**src/rtl/prga_stream.sv**
```systemverilog
// prga_stream: RC4 keystream generator / stream decryptor over a
// pre-scheduled S memory of 2^W words. Reads a length-prefixed ciphertext,
// writes a length-prefixed result, and can stop early on the first
// non-printable plaintext word.
module prga_stream #(
    parameter int unsigned W      = 8,
    parameter int unsigned CHK_LO = 8'h20,
    parameter int unsigned CHK_HI = 8'h7E
) (
    input  logic         i_clk,
    input  logic         i_rst_n,
    input  logic         i_en,
    output logic         o_rdy,
    input  logic         i_mode,
    input  logic         i_chk_en,
    output logic [W-1:0] o_s_addr,
    input  logic [W-1:0] i_s_rddata,
    output logic [W-1:0] o_s_wrdata,
    output logic         o_s_wren,
    output logic [W-1:0] o_ct_addr,
    input  logic [W-1:0] i_ct_rddata,
    output logic [W-1:0] o_pt_addr,
    input  logic [W-1:0] i_pt_rddata,
    output logic [W-1:0] o_pt_wrdata,
    output logic         o_pt_wren,
    output logic         o_valid,
    output logic [W-1:0] o_fail_idx,
    output logic         o_done
);

    localparam logic [W-1:0] ONE = W'(1);

    typedef enum logic [3:0] {
        ST_IDLE,
        ST_RDLEN,
        ST_WRLEN,
        ST_RDI,
        ST_WAITI,
        ST_RDJ,
        ST_WAITJ,
        ST_WRI,
        ST_WRJ,
        ST_RDP,
        ST_WAITP,
        ST_XOR
    } state_t;

    state_t r_state;
    state_t w_nextState;

    logic [W-1:0] r_i;
    logic [W-1:0] r_j;
    logic [W-1:0] r_k;
    logic [W-1:0] r_len;
    logic [W-1:0] r_si;
    logic [W-1:0] r_sj;
    logic [W-1:0] r_pad;
    logic [W-1:0] r_c;
    logic         r_mode;
    logic         r_chkEn;
    logic         r_valid;
    logic [W-1:0] r_failIdx;
    logic         r_done;

    logic [W-1:0] w_ptData;
    logic         w_outOfRange;
    logic         w_chkFail;
    logic         w_unused;

    // The PT read port exists for memory symmetry but the result is never needed.
    assign w_unused = ^i_pt_rddata;

    // Result word: raw pad in keystream mode, otherwise ciphertext XOR pad.
    assign w_ptData     = r_mode ? r_pad : (r_c ^ r_pad);
    assign w_outOfRange = (32'(w_ptData) < CHK_LO) || (32'(w_ptData) > CHK_HI);
    assign w_chkFail    = r_chkEn && !r_mode && r_valid && w_outOfRange;

    assign o_rdy      = (r_state == ST_IDLE);
    assign o_valid    = r_valid;
    assign o_fail_idx = r_failIdx;
    assign o_done     = r_done;

    // State register; reset returns to IDLE immediately, even mid-run.
    always_ff @(posedge i_clk or negedge i_rst_n) begin
        if (!i_rst_n) begin
            r_state <= ST_IDLE;
        end else begin
            r_state <= w_nextState;
        end
    end

    // Next-state and memory-port decode; all ports idle unless a state drives them.
    always_comb begin
        w_nextState = r_state;
        o_s_addr    = '0;
        o_s_wrdata  = '0;
        o_s_wren    = 1'b0;
        o_ct_addr   = '0;
        o_pt_addr   = '0;
        o_pt_wrdata = '0;
        o_pt_wren   = 1'b0;
        case (r_state)
            ST_IDLE: begin
                if (i_en) begin
                    w_nextState = ST_RDLEN;
                end
            end
            ST_RDLEN: begin
                o_ct_addr   = '0;
                w_nextState = ST_WRLEN;
            end
            ST_WRLEN: begin
                o_pt_addr   = '0;
                o_pt_wrdata = i_ct_rddata;
                o_pt_wren   = 1'b1;
                w_nextState = (i_ct_rddata == '0) ? ST_IDLE : ST_RDI;
            end
            ST_RDI: begin
                o_s_addr    = r_i;
                w_nextState = ST_WAITI;
            end
            ST_WAITI: begin
                o_s_addr    = r_i;
                w_nextState = ST_RDJ;
            end
            ST_RDJ: begin
                o_s_addr    = r_j;
                w_nextState = ST_WAITJ;
            end
            ST_WAITJ: begin
                o_s_addr    = r_j;
                w_nextState = ST_WRI;
            end
            ST_WRI: begin
                o_s_addr    = r_i;
                o_s_wrdata  = r_sj;
                o_s_wren    = 1'b1;
                w_nextState = ST_WRJ;
            end
            ST_WRJ: begin
                o_s_addr    = r_j;
                o_s_wrdata  = r_si;
                o_s_wren    = 1'b1;
                w_nextState = ST_RDP;
            end
            ST_RDP: begin
                o_s_addr    = r_si + r_sj;
                o_ct_addr   = r_k;
                w_nextState = ST_WAITP;
            end
            ST_WAITP: begin
                o_s_addr    = r_si + r_sj;
                o_ct_addr   = r_k;
                w_nextState = ST_XOR;
            end
            ST_XOR: begin
                o_pt_addr   = r_k;
                o_pt_wrdata = w_ptData;
                o_pt_wren   = 1'b1;
                if (w_chkFail || (r_k == r_len)) begin
                    w_nextState = ST_IDLE;
                end else begin
                    w_nextState = ST_RDI;
                end
            end
            default: begin
                w_nextState = ST_IDLE;
            end
        endcase
    end

    // Datapath: swap indices, captured S/CT words, word counter and run status.
    always_ff @(posedge i_clk or negedge i_rst_n) begin
        if (!i_rst_n) begin
            r_i       <= '0;
            r_j       <= '0;
            r_k       <= '0;
            r_len     <= '0;
            r_si      <= '0;
            r_sj      <= '0;
            r_pad     <= '0;
            r_c       <= '0;
            r_mode    <= 1'b0;
            r_chkEn   <= 1'b0;
            r_valid   <= 1'b0;
            r_failIdx <= '0;
            r_done    <= 1'b0;
        end else begin
            r_done <= 1'b0;
            case (r_state)
                ST_IDLE: begin
                    if (i_en) begin
                        r_i       <= '0;
                        r_j       <= '0;
                        r_failIdx <= '0;
                        r_valid   <= 1'b1;
                        r_mode    <= i_mode;
                        r_chkEn   <= i_chk_en;
                    end
                end
                ST_WRLEN: begin
                    r_len <= i_ct_rddata;
                    r_k   <= ONE;
                    if (i_ct_rddata == '0) begin
                        r_done <= 1'b1;
                    end else begin
                        r_i <= r_i + ONE;
                    end
                end
                ST_WAITI: begin
                    r_si <= i_s_rddata;
                    r_j  <= r_j + i_s_rddata;
                end
                ST_WAITJ: begin
                    r_sj <= i_s_rddata;
                end
                ST_WAITP: begin
                    r_pad <= i_s_rddata;
                    r_c   <= i_ct_rddata;
                end
                ST_XOR: begin
                    if (w_chkFail) begin
                        r_valid   <= 1'b0;
                        r_failIdx <= r_k;
                        r_done    <= 1'b1;
                    end else if (r_k == r_len) begin
                        r_done <= 1'b1;
                    end else begin
                        r_k <= r_k + ONE;
                        r_i <= r_i + ONE;
                    end
                end
                default: begin
                end
            endcase
        end
    end

endmodule

```
**config.mk**
```make
export PLATFORM = sky130hd
export DESIGN_NAME = prga_stream
export DESIGN_NICKNAME = d
export VERILOG_FILES = /design/src/rtl/prga_stream.sv
export SDC_FILE = /design/constraint.sdc
export NUM_CORES = 1
export LEC_CHECK = 0
export BUFFER_PORTS_ARGS = -buffer_cell sky130_fd_sc_hd__buf_2
export CAP_MARGIN = 20
export CORE_ASPECT_RATIO = 0.8
export CORE_MARGIN = 2
export CORE_UTILIZATION = 35
export DETAILED_ROUTE_END_ITERATION = 10
export SETUP_SLACK_MARGIN = 0.05
export SLEW_MARGIN = 10
export SYNTH_ARGS = -nofsm -noshare
export SYNTH_HDL_FRONTEND = slang
export SYNTH_SLANG_ARGS = --single-unit
```
**constraint.sdc**
```tcl
create_clock -name i_clk -period 3.91 [get_ports i_clk]
set_input_delay 0.391 -clock i_clk [delete_from_list [all_inputs] [get_ports i_clk]]
set_output_delay 0.391 -clock i_clk [all_outputs]
set_load 0.005 [all_outputs]
```
Yosys cells after proc, flatten, opt, wreduce, memory -nomap -nowiden --
Index checks and enable logic that the tools add are counted.
Storage, ports and cells: register bits 80, bits in latches 0, memory bits (writable) 0, bits in read-only memories 0, bits of input ports 29, word-level logic and storage cells 90, memories 0
Cells by class: $add $sub $neg 4, multipliers 0, divide/modulo/power cells 0, order comparisons 2, equal/unequal tests 17, shift operators 0, muxes and demuxes 30, bitwise logic cells 1, reductions and logical operators 22
Operators with widths (number):
- $mux 8 | 10
- $pmux 8 s2 | 5
- $pmux 4 s12 | 1
- $pmux 8 s3 | 2
- $add 8x1->8 const B | 2
- $add 8x8->8 | 2
- $eq 4x3->1 const B | 4
- $eq 4x4->1 const B | 4
- $ne 2x2->1 const B | 5
- $eq 4x2->1 const B | 2
- $eq 8x8->1 | 1
- $gt 8x7->1 const B | 1
- $logic_not 8->1 | 1
- $lt 8x6->1 const B | 1
- $xor 8x8->8 | 1
- $mux 1 | 7
- $reduce_and 3->1 | 2
- $reduce_bool 2->1 | 3
- $reduce_or 2->1 | 3
- $reduce_or 3->1 | 2
- $reduce_and 5->1 | 1
- $eq 4x1->1 const B | 1
- $logic_not 4->1 | 1
- $mux 2 | 2
- other kinds (7) | 12

Logic depth before layout (Yosys ltp) --
Gate-level depths: netlist of the first run.
word-level depth 8, mapped depth 10, depth with buffers taken out 9

Least setup slack after synthesis of the first run --
No wires, ideal clock.
path kind register to output, start point register r_si[1], end point output port o_s_addr[7], data arrival time 1.931 ns, data required time 3.519 ns, path slack 1.588 ns, stages on the path, launching flop included 9, cell sequence dfrtp_1 > ha_1 > a21o_1 > a21oi_1 > o21bai_1 > a2111oi_0 > nor3_1 > xnor2_1 > o21ai_0
Between the ends: word-level cells in the longest chain between the ends 2
RTL lines:
- from (decl) | line 55 | logic [W-1:0] r_si;
- from (signal assigned) | line 211 | r_si <= i_s_rddata;
- $add 8x8->8 | line 147, 152
- $pmux 8 s3 | line 102 | case (r_state)
- to (decl) | line 16 | output logic [W-1:0] o_s_addr,
Every way passes these cells.

Worst setup path in the final report of the first run --
Ends and elaborated chain as after synthesis.

==> metrics.log, run 1 <==
INFO  metric std_cell_rows = 38
INFO  metric globalRoute.busiestLayer = met2
INFO  metric syn-mean-instance-area = 9.675 µm²
INFO  metric worst_margin_pin_slew = 1.063 ns
INFO  metric cts_max_path_buffers = 2
INFO  metric fin_skew = 0.008844 ns
INFO  metric setup_buffers_after_cts = 0
INFO  metric grt_overflow_total = 0
INFO  metric gr-usage-met2 = 27.44%
INFO  metric die_h = 108.4 µm
INFO  metric grt.total_usage = 17.75%
INFO  metric cts.reportedPaths.clkPinSlew = 0.06 ns
INFO  metric synth_compound_gate_area_share = 15.03%
INFO  metric report.final.setup_viol = 0
INFO  metric asyncSetResetFlopFracSynth = 100.0%
INFO  metric global_routing_met1_resource_utilization = 24.26%
INFO  metric hold_viol_final = 0
INFO  metric type_of_the_worst_min_delay_path = primary input to flip-flop
INFO  metric synth_simple_gate_area_share = 19.15%
INFO  metric power.ir.vdd_worst = 292.2 µV
INFO  metric critical_path_endpoint_category = output port
INFO  metric timing.max_cap.violations = 0
INFO  metric mostFrequentLayoutCell = nand2_1
INFO  metric muxShareOfSynthArea = 8.604%
INFO  metric worst_slew_margin = 28.57%
INFO  metric power_per_cell_area = 789.1 mW/mm²
INFO  metric post-place-cells = 729
INFO  metric yosysSeqAreaShare = 41.97%
INFO  metric setup-tns-final = 0 ns
INFO  metric layout-drive-gt1-share = 24.47%
INFO  metric numCtsBuffers = 9
INFO  metric hold_end = r_mode$_DFFE_PN0P_
INFO  metric layout.cells.most_common_list = 84 x nand2_1, 80 x dfrtp_1, 72 x buf_2
INFO  metric cts_resized = 0
INFO  metric cts_root_buffer = clkbuf_16
INFO  metric top_level_ports = 82
INFO  metric pin_count_of_the_biggest_net_entering_global_routing = 81
INFO  metric ys_ff_latch = 80
INFO  metric postSynthNetCount = 540
INFO  metric fin_crit_sh = 76.54%
INFO  metric finalWirelength = 12290 µm
INFO  metric portBuffers = 73
INFO  metric core_area = 0.01346 mm²
INFO  metric routabilityCongestion = 0.8465
INFO  metric wl_per_cell = 16.43 µm
INFO  metric finalNonFillerCells = 748
INFO  metric reg2reg_to = o_fail_idx[4]$_DFFE_PN0P_
INFO  metric synth_adder_area_share = 5.037%
INFO  metric cts_htree_levels = 3
INFO  metric via_per_inst = 5.186
INFO  metric number_of_enable_type_register_cells_in_the_synthesized_netlist = 0
INFO  metric initial_core_util = 35.45%
INFO  metric antennaDiodeCount = 0
INFO  metric postSynthCellCount = 493
INFO  metric final-seq-area = 0.002002 mm²
INFO  metric vias = 3879
INFO  metric synthesis.yosys.warnings = 0
INFO  metric first_iter_violations = 243
INFO  metric post-dp-hpwl = 8866 µm
INFO  metric clock.fmax = 0.3341 GHz
INFO  metric via_count_of_the_first_global_routing_pass = 3859
INFO  metric critPathArrivalTime = 2.60 ns
INFO  metric grt_pass1_wl = 19950 µm
INFO  metric synth_xor_xnor_area_share = 6.794%
INFO  metric area_growth_syn_to_layout = 18.39%
INFO  metric timing.rr.start = r_mode$_DFFE_PN0P_
INFO  metric multiInputGateArea = 0.002605 mm²
INFO  metric crit_required = 3.52 ns
INFO  metric power_leakage = 2.860 nW
INFO  metric timing.hold.worst_path_depth = 3
INFO  metric drt-pass1-iter-count = 5
INFO  metric critPathKind = flip-flop to output port
INFO  metric unrepaired_setup_endpoints_after_global_routing = no
INFO  metric dominantRegCellSynth = dfrtp_1
INFO  metric worst-path-max-fanout = 4
INFO  metric synth.distinct_cells = 61
INFO  metric synth.cell_area = 0.004770 mm²
INFO  metric die_area = 0.01458 mm²
INFO  metric r2r.worst_path.cells = 6
INFO  metric hold_path.startpoint = i_mode
INFO  metric route.detailed.drc = 0
INFO  metric grtUsageMet3 = 5.298%
INFO  metric setup.reg_to_reg.worst_slack = 1.43 ns
INFO  metric drtAntennaViolNets = 0
INFO  metric run_status = complete, no violations
INFO  metric final_period_minus_worst_setup_slack = 2.993 ns
INFO  metric cts_tree = yes
INFO  metric nNetsFinal = 610
INFO  metric number_of_pins_with_negative_max_slew_slack_in_the_final_report = 0
INFO  metric die_width = 134.5 µm
INFO  metric clock_sink_count = 80
INFO  metric grt_antenna_before_repair = 0
INFO  metric worst_setup_path_start_kind = flip-flop
INFO  metric layout.filler_cells = 1320
INFO  metric insertion_delay = 0.35 ns
INFO  metric largest_family_of_logic_cells_by_synthesized_area = simple AND/OR/NAND/NOR gates
## where the power goes
part / leakage, nW / switching, mW / internal, mW
combinational: 1.70 / 1.09 / 0.950
sequential: 1.01 / 0.399 / 1.14
clock: 0.150 / 0.341 / 0.528
total: 2.86 / 1.83 / 2.62
## kinds of logic (layout without fill, tap and decap cells)
family | after synthesis | in the layout
AND/OR/NAND/NOR | 186 | 186
AO/OA/AOI/OAI | 95 | 95
flip-flops | 80 | 80
buffers and inverters | 40 | 115
XOR/XNOR | 37 | 37
multiplexers | 37 | 37
adder cells (fa/ha/maj) | 18 | 18
## critical path, cell delays in order, from the launching register on
cell and delay [ns]:
dfrtp_1 0.42, ha_1 0.31, a21o_1 0.16, a21oi_1 0.21, o21bai_1 0.11, a2111oi_0 0.44, nor3_1 0.13, xnor2_1 0.14
o21ai_0 0.19, buf_2 0.15
## metrics by stage
stage / total power, mW / worst slack, ns / utilization (%) / area [µm²] / hold slack [ns]
2_1_floorplan: 3.008 / 1.588 / - / 4770 / 0.09541
3_5_place_dp: 3.583 / 1.302 / 39.40 / 5301 / 0.4762
6_report: 4.456 / 0.9172 / 41.97 / 5647 / 0.2549
4_1_cts: 4.475 / 0.9129 / 41.63 / 5602 / 0.2466
3_3_place_gp: 3.498 / 1.330 / 39.40 / 5301 / 0.4677
5_1_grt: 4.825 / 0.7099 / 41.97 / 5647 / 0.2542
## registers in the layout, indices dropped and copies added (netlist names), 4 cells and up
register,count
r_sj,8
o_fail_idx,8
r_i,8
r_c,8
r_pad,8
r_len,8
r_si,8
r_state,4
r_k,8
r_j,8
## per-layer routing
layer,vias up,wire length [µm]
li1,1861,-
met1,1926,5901
met2,82,5552
met3,10,707
met4,0,128
met5,-,0
## worst max-delay path by stage
stage / depth (start not counted) / slack [ns] / end / from
floorplan: 8 / 1.59 / o_s_addr[7] / r_si[1]$_DFFE_PN0P_
global placement: 9 / 1.33 / o_s_addr[7] / r_si[1]$_DFFE_PN0P_
detailed placement: 9 / 1.30 / o_s_addr[7] / r_si[1]$_DFFE_PN0P_
CTS: 9 / 0.91 / o_s_addr[7] / r_si[1]$_DFFE_PN0P_
global route: 9 / 0.71 / o_s_addr[7] / r_si[1]$_DFFE_PN0P_
finish: 9 / 0.92 / o_s_addr[7] / r_si[1]$_DFFE_PN0P_
## area by class of cell
cell class	instances	area share (%)
clock inverters	3	0.7091
repair buffers	80	7.844
clock buffers	13	4.609
multi-input cells	373	46.13
inverters	19	1.263
well taps	180	3.988
flip-flops and latches	80	35.45
## what timing repair did
action                                  4_1_cts  5_1_grt
endpoints found under the setup margin        0        0
hold endpoints to repair                      0       17
hold buffers                                  0        1
## Yosys cell counts, types with 2 or more instances
cell type  instances  area share, %
a21o_1             7            1.1
a21oi_1           19            2.0
a222oi_1           6            1.3
a22o_1             9            1.7
a22oi_1            2           0.31
and2_1            20            2.6
and3_1             3           0.39
buf_2              4           0.42
clkbuf_1          16            1.3
dfrtp_1           80             42
fa_1               2           0.84
ha_1              16            4.2
inv_1             18            1.4
mux2_1             3           0.71
mux2_2            29            6.8
mux2i_1            5            1.0
nand2_1           84            6.6
nand2b_1           7           0.92
nand3_1           10            1.0
nand3b_1           2           0.31
nand4_1            4           0.52
nand4bb_1          2           0.47
nor2_1            24            1.9
nor2b_1            7           0.92
nor3_1             9           0.94
nor4_1             4           0.52
o211a_1            3           0.63
o211ai_1           2           0.31
o21ai_0           23            2.4
o21bai_1           3           0.47
o22ai_1            2           0.26
o22ai_2            3           0.79
or3b_4             2           0.47
xnor2_1           18            3.3
xor2_1            19            3.5
Note: power is estimated with default switching activity, not from simulation.
==> inputs of run 2 (changes only) <==
==> constraint.sdc (replaced) <==
create_clock -name i_clk -period 2.8 [get_ports i_clk]
set_input_delay 0.28 -clock i_clk [delete_from_list [all_inputs] [get_ports i_clk]]
set_output_delay 0.28 -clock i_clk [all_outputs]
set_load 0.005 [all_outputs]
==> run 2 against run 1 <==
  * Critical path depth did not move
  * Largest cell class unchanged
  * Die area unchanged
  * Design area grew 1.4%
  * Combinational power rose by 46%
==> metrics.log, run 2 (synthesized netlist as in run 1, its figures left out) <==
INFO  metric critPathArrivalTime = 2.35 ns (-0.25 ns)
INFO  metric finalWirelength = 12180 µm (-0.90%)
INFO  metric worst_path_largest_cell_delay = 0.40 ns (-0.04 ns)
INFO  metric power_per_cell_area = 1093 mW/mm² (+38%)
INFO  metric reg2reg_to = o_fail_idx[1]$_DFFE_PN0P_
INFO  metric die_h = 108.4 µm (unchanged)
INFO  metric grt.total_usage = 17.43% (-0.32 points)
INFO  metric cts_max_path_buffers = 2 (unchanged)
INFO  metric cts_htree_levels = 3 (unchanged)
INFO  metric r2r.worst_path.cells = 6 (unchanged)
INFO  metric power.ir.vdd_worst = 341.0 µV (+17%)
INFO  metric fin_crit_sh = 93.86%
INFO  metric cts_root_buffer = clkbuf_16
INFO  metric finish.instance_area = 0.005727 mm² (+1.4%)
INFO  metric power_leakage = 2.909 nW (+1.7%)
INFO  metric finalWorstSetupSlack = 0.1718 ns (-0.7454 ns)
INFO  metric finalNonFillerCells = 758 (+1.3%)
INFO  metric number_of_pins_with_negative_max_slew_slack_in_the_final_report = 0 (unchanged)
INFO  metric insertion_delay = 0.35 ns (about the same)
INFO  metric clock.fmax = 0.3805 GHz
INFO  metric layout.cells.most_common_list = 84 x nand2_1, 79 x dfrtp_1, 72 x buf_2
INFO  metric worst_slew_margin = 46.11% (+18 points)
INFO  metric cts.reportedPaths.clkPinSlew = 0.06 ns (about the same)
INFO  metric drt-pass1-iter-count = 5 (unchanged)
INFO  metric numCtsBuffers = 9 (unchanged)
INFO  metric antennaDiodeCount = 0 (unchanged)
INFO  metric mostFrequentLayoutCell = nand2_1
INFO  metric critPathKind = flip-flop to output port
INFO  metric drtAntennaViolNets = 0 (unchanged)
INFO  metric worst_setup_path_start_kind = flip-flop
INFO  metric die_width = 134.5 µm (unchanged)
INFO  metric top_level_ports = 82 (unchanged)
INFO  metric grt_overflow_total = 0 (unchanged)
INFO  metric initial_core_util = 35.45% (unchanged)
INFO  metric detailed_place.area = 0.005369 mm² (+1.3%)
INFO  metric std_cell_rows = 38 (unchanged)
INFO  metric cts_tree = yes
INFO  metric vias = 3894 (+0.39%)
INFO  metric routabilityCongestion = 0.8998 (+6.3%)
INFO  metric final-seq-area = 0.002003 mm² (about the same)
INFO  metric hold_viol_final = 0 (unchanged)
INFO  metric crit_required = 2.52 ns (-1.00 ns)
INFO  metric area_growth_syn_to_layout = 20.07%
INFO  metric via_per_inst = 5.137 (-0.94%)
INFO  metric worst_margin_pin_slew = 0.8054 ns (-0.2578 ns)
INFO  metric report.power.total = 6.257 mW (+40%)
INFO  metric run_status = complete, no violations
INFO  metric critical_path_endpoint_category = output port
INFO  metric wl_per_cell = 16.07 µm (-2.2%)
INFO  metric type_of_the_worst_min_delay_path = primary input to flip-flop
INFO  metric timing.hold.worst_path_depth = 3 (unchanged)
INFO  metric place_ws = 0.3207 ns (-0.9812 ns)
INFO  metric portBuffers = 73 (unchanged)
INFO  metric final_period_minus_worst_setup_slack = 2.628 ns
INFO  metric timing.rr.start = r_mode$_DFFE_PN0P_
INFO  metric grt_antenna_before_repair = 0 (unchanged)
INFO  metric hold_end = r_chkEn$_DFFE_PN0P_
INFO  metric post-dp-hpwl = 8923 µm (+0.64%)
INFO  metric route.detailed.drc = 0 (unchanged)
INFO  metric cell_chain_of_the_critical_path = ha_1 > a21o_1 > a21oi_2 > o21bai_2 > a2111oi_2 > nor3_1 > xnor2_1 > o21ai_1 > buf_2
INFO  metric worst-path-max-fanout = 2 (-2)
INFO  metric core_area = 0.01346 mm² (unchanged)
INFO  metric setup-tns-final = 0 ns (unchanged)
INFO  metric multiInputGateArea = 0.002624 mm² (+0.72%)
INFO  metric cp_slowest_cell = dfrtp_2
INFO  metric report.final.setup_viol = 0 (unchanged)
INFO  metric nNetsFinal = 620 (+1.6%)
INFO  metric clock_sink_count = 80 (unchanged)
INFO  metric pin_count_of_the_biggest_net_entering_global_routing = 81 (unchanged)
INFO  metric layout.filler_cells = 1293 (-2.0%)
INFO  metric unrepaired_setup_endpoints_after_global_routing = yes
INFO  metric die_area = 0.01458 mm² (unchanged)
INFO  metric setup.reg_to_reg.worst_slack = 0.40 ns (-1.03 ns)
INFO  metric grt_pass1_wl = 19650 µm (-1.5%)
INFO  metric via_count_of_the_first_global_routing_pass = 3710 (-3.9%)
INFO  metric fin_skew = 0.009182 ns (+0.0003387 ns)
INFO  metric hold_path.startpoint = i_chk_en
INFO  metric first_iter_violations = 256 (+5.3%)
INFO  metric layout-drive-gt1-share = 26.99% (+2.5 points)
INFO  metric post-place-cells = 738 (+1.2%)
INFO  metric timing.max_cap.violations = 0 (unchanged)
[run 2: report_power, final]
part | internal (mW) | switching, mW
Combinational | 1.41 | 1.57
Clock | 0.669 | 0.462
Sequential | 1.60 | 0.544
[run 2: critical path: cells and delay by family, from the launching register on]
| kind | cells | cell delay [ns] |
|---|---|---|
| AO/OA/AOI/OAI | 5 | 0.94 |
| flip-flops | 1 | 0.40 |
| adder cells (fa/ha/maj) | 1 | 0.28 |
| XOR/XNOR | 1 | 0.14 |
| buffers and inverters | 1 | 0.13 |
| AND/OR/NAND/NOR | 1 | 0.10 |
[run 2: final cells by class]
type	instances	area share (%)
clock inverter	3	0.2622
sequential	80	34.98
tap	180	3.933
timing repair buffer	90	9.045
clock buffer	13	4.719
inverter	19	1.245
multi-input combinational	373	45.82
[run 2: timing repair]
action / CTS / global route
gates resized for setup: 2 / 6
endpoints found under the hold margin: 0 / 28
pin swaps: 1 / 5
buffers inserted: 0 / 2
hold buffers: 0 / 1
setup endpoints to repair: 1 / 4
[run 2: metal layers]
| layer | up-vias | wire, µm | GRT usage, % | part of all wire [%] |
|---|---|---|---|---|
| met5 | - | 0 | 0 | 0 |
| met4 | 0 | 117 | 4.361 | 0.96 |
| met3 | 8 | 761 | 5.063 | 6.2 |
| met2 | 116 | 5532 | 26.28 | 45 |
| met1 | 1893 | 5767 | 24.60 | 47 |
| li1 | 1877 | - | - | - |
[run 2: how the worst max path moves through the flow]
stage / start / end / cells past startpoint
after floorplan: r_si[1]$_DFFE_PN0P_ / o_s_addr[7] / 8
after global placement: r_si[1]$_DFFE_PN0P_ / o_s_addr[7] / 9
after detailed placement: r_si[1]$_DFFE_PN0P_ / o_s_addr[7] / 9
after CTS: r_si[0]$_DFFE_PN0P_ / o_s_addr[4] / 9
after global routing: r_si[1]$_DFFE_PN0P_ / o_s_addr[7] / 9
final: r_si[1]$_DFFE_PN0P_ / o_s_addr[7] / 9
[run 2: metrics by stage]
step	hold WS [ns]	util, %
6_report	0.1560	42.56
5_1_grt	0.1704	42.56
4_1_cts	0.1530	42.06
3_5_place_dp	0.4762	39.90
3_3_place_gp	0.4689	39.90
2_1_floorplan	-0.01559	-
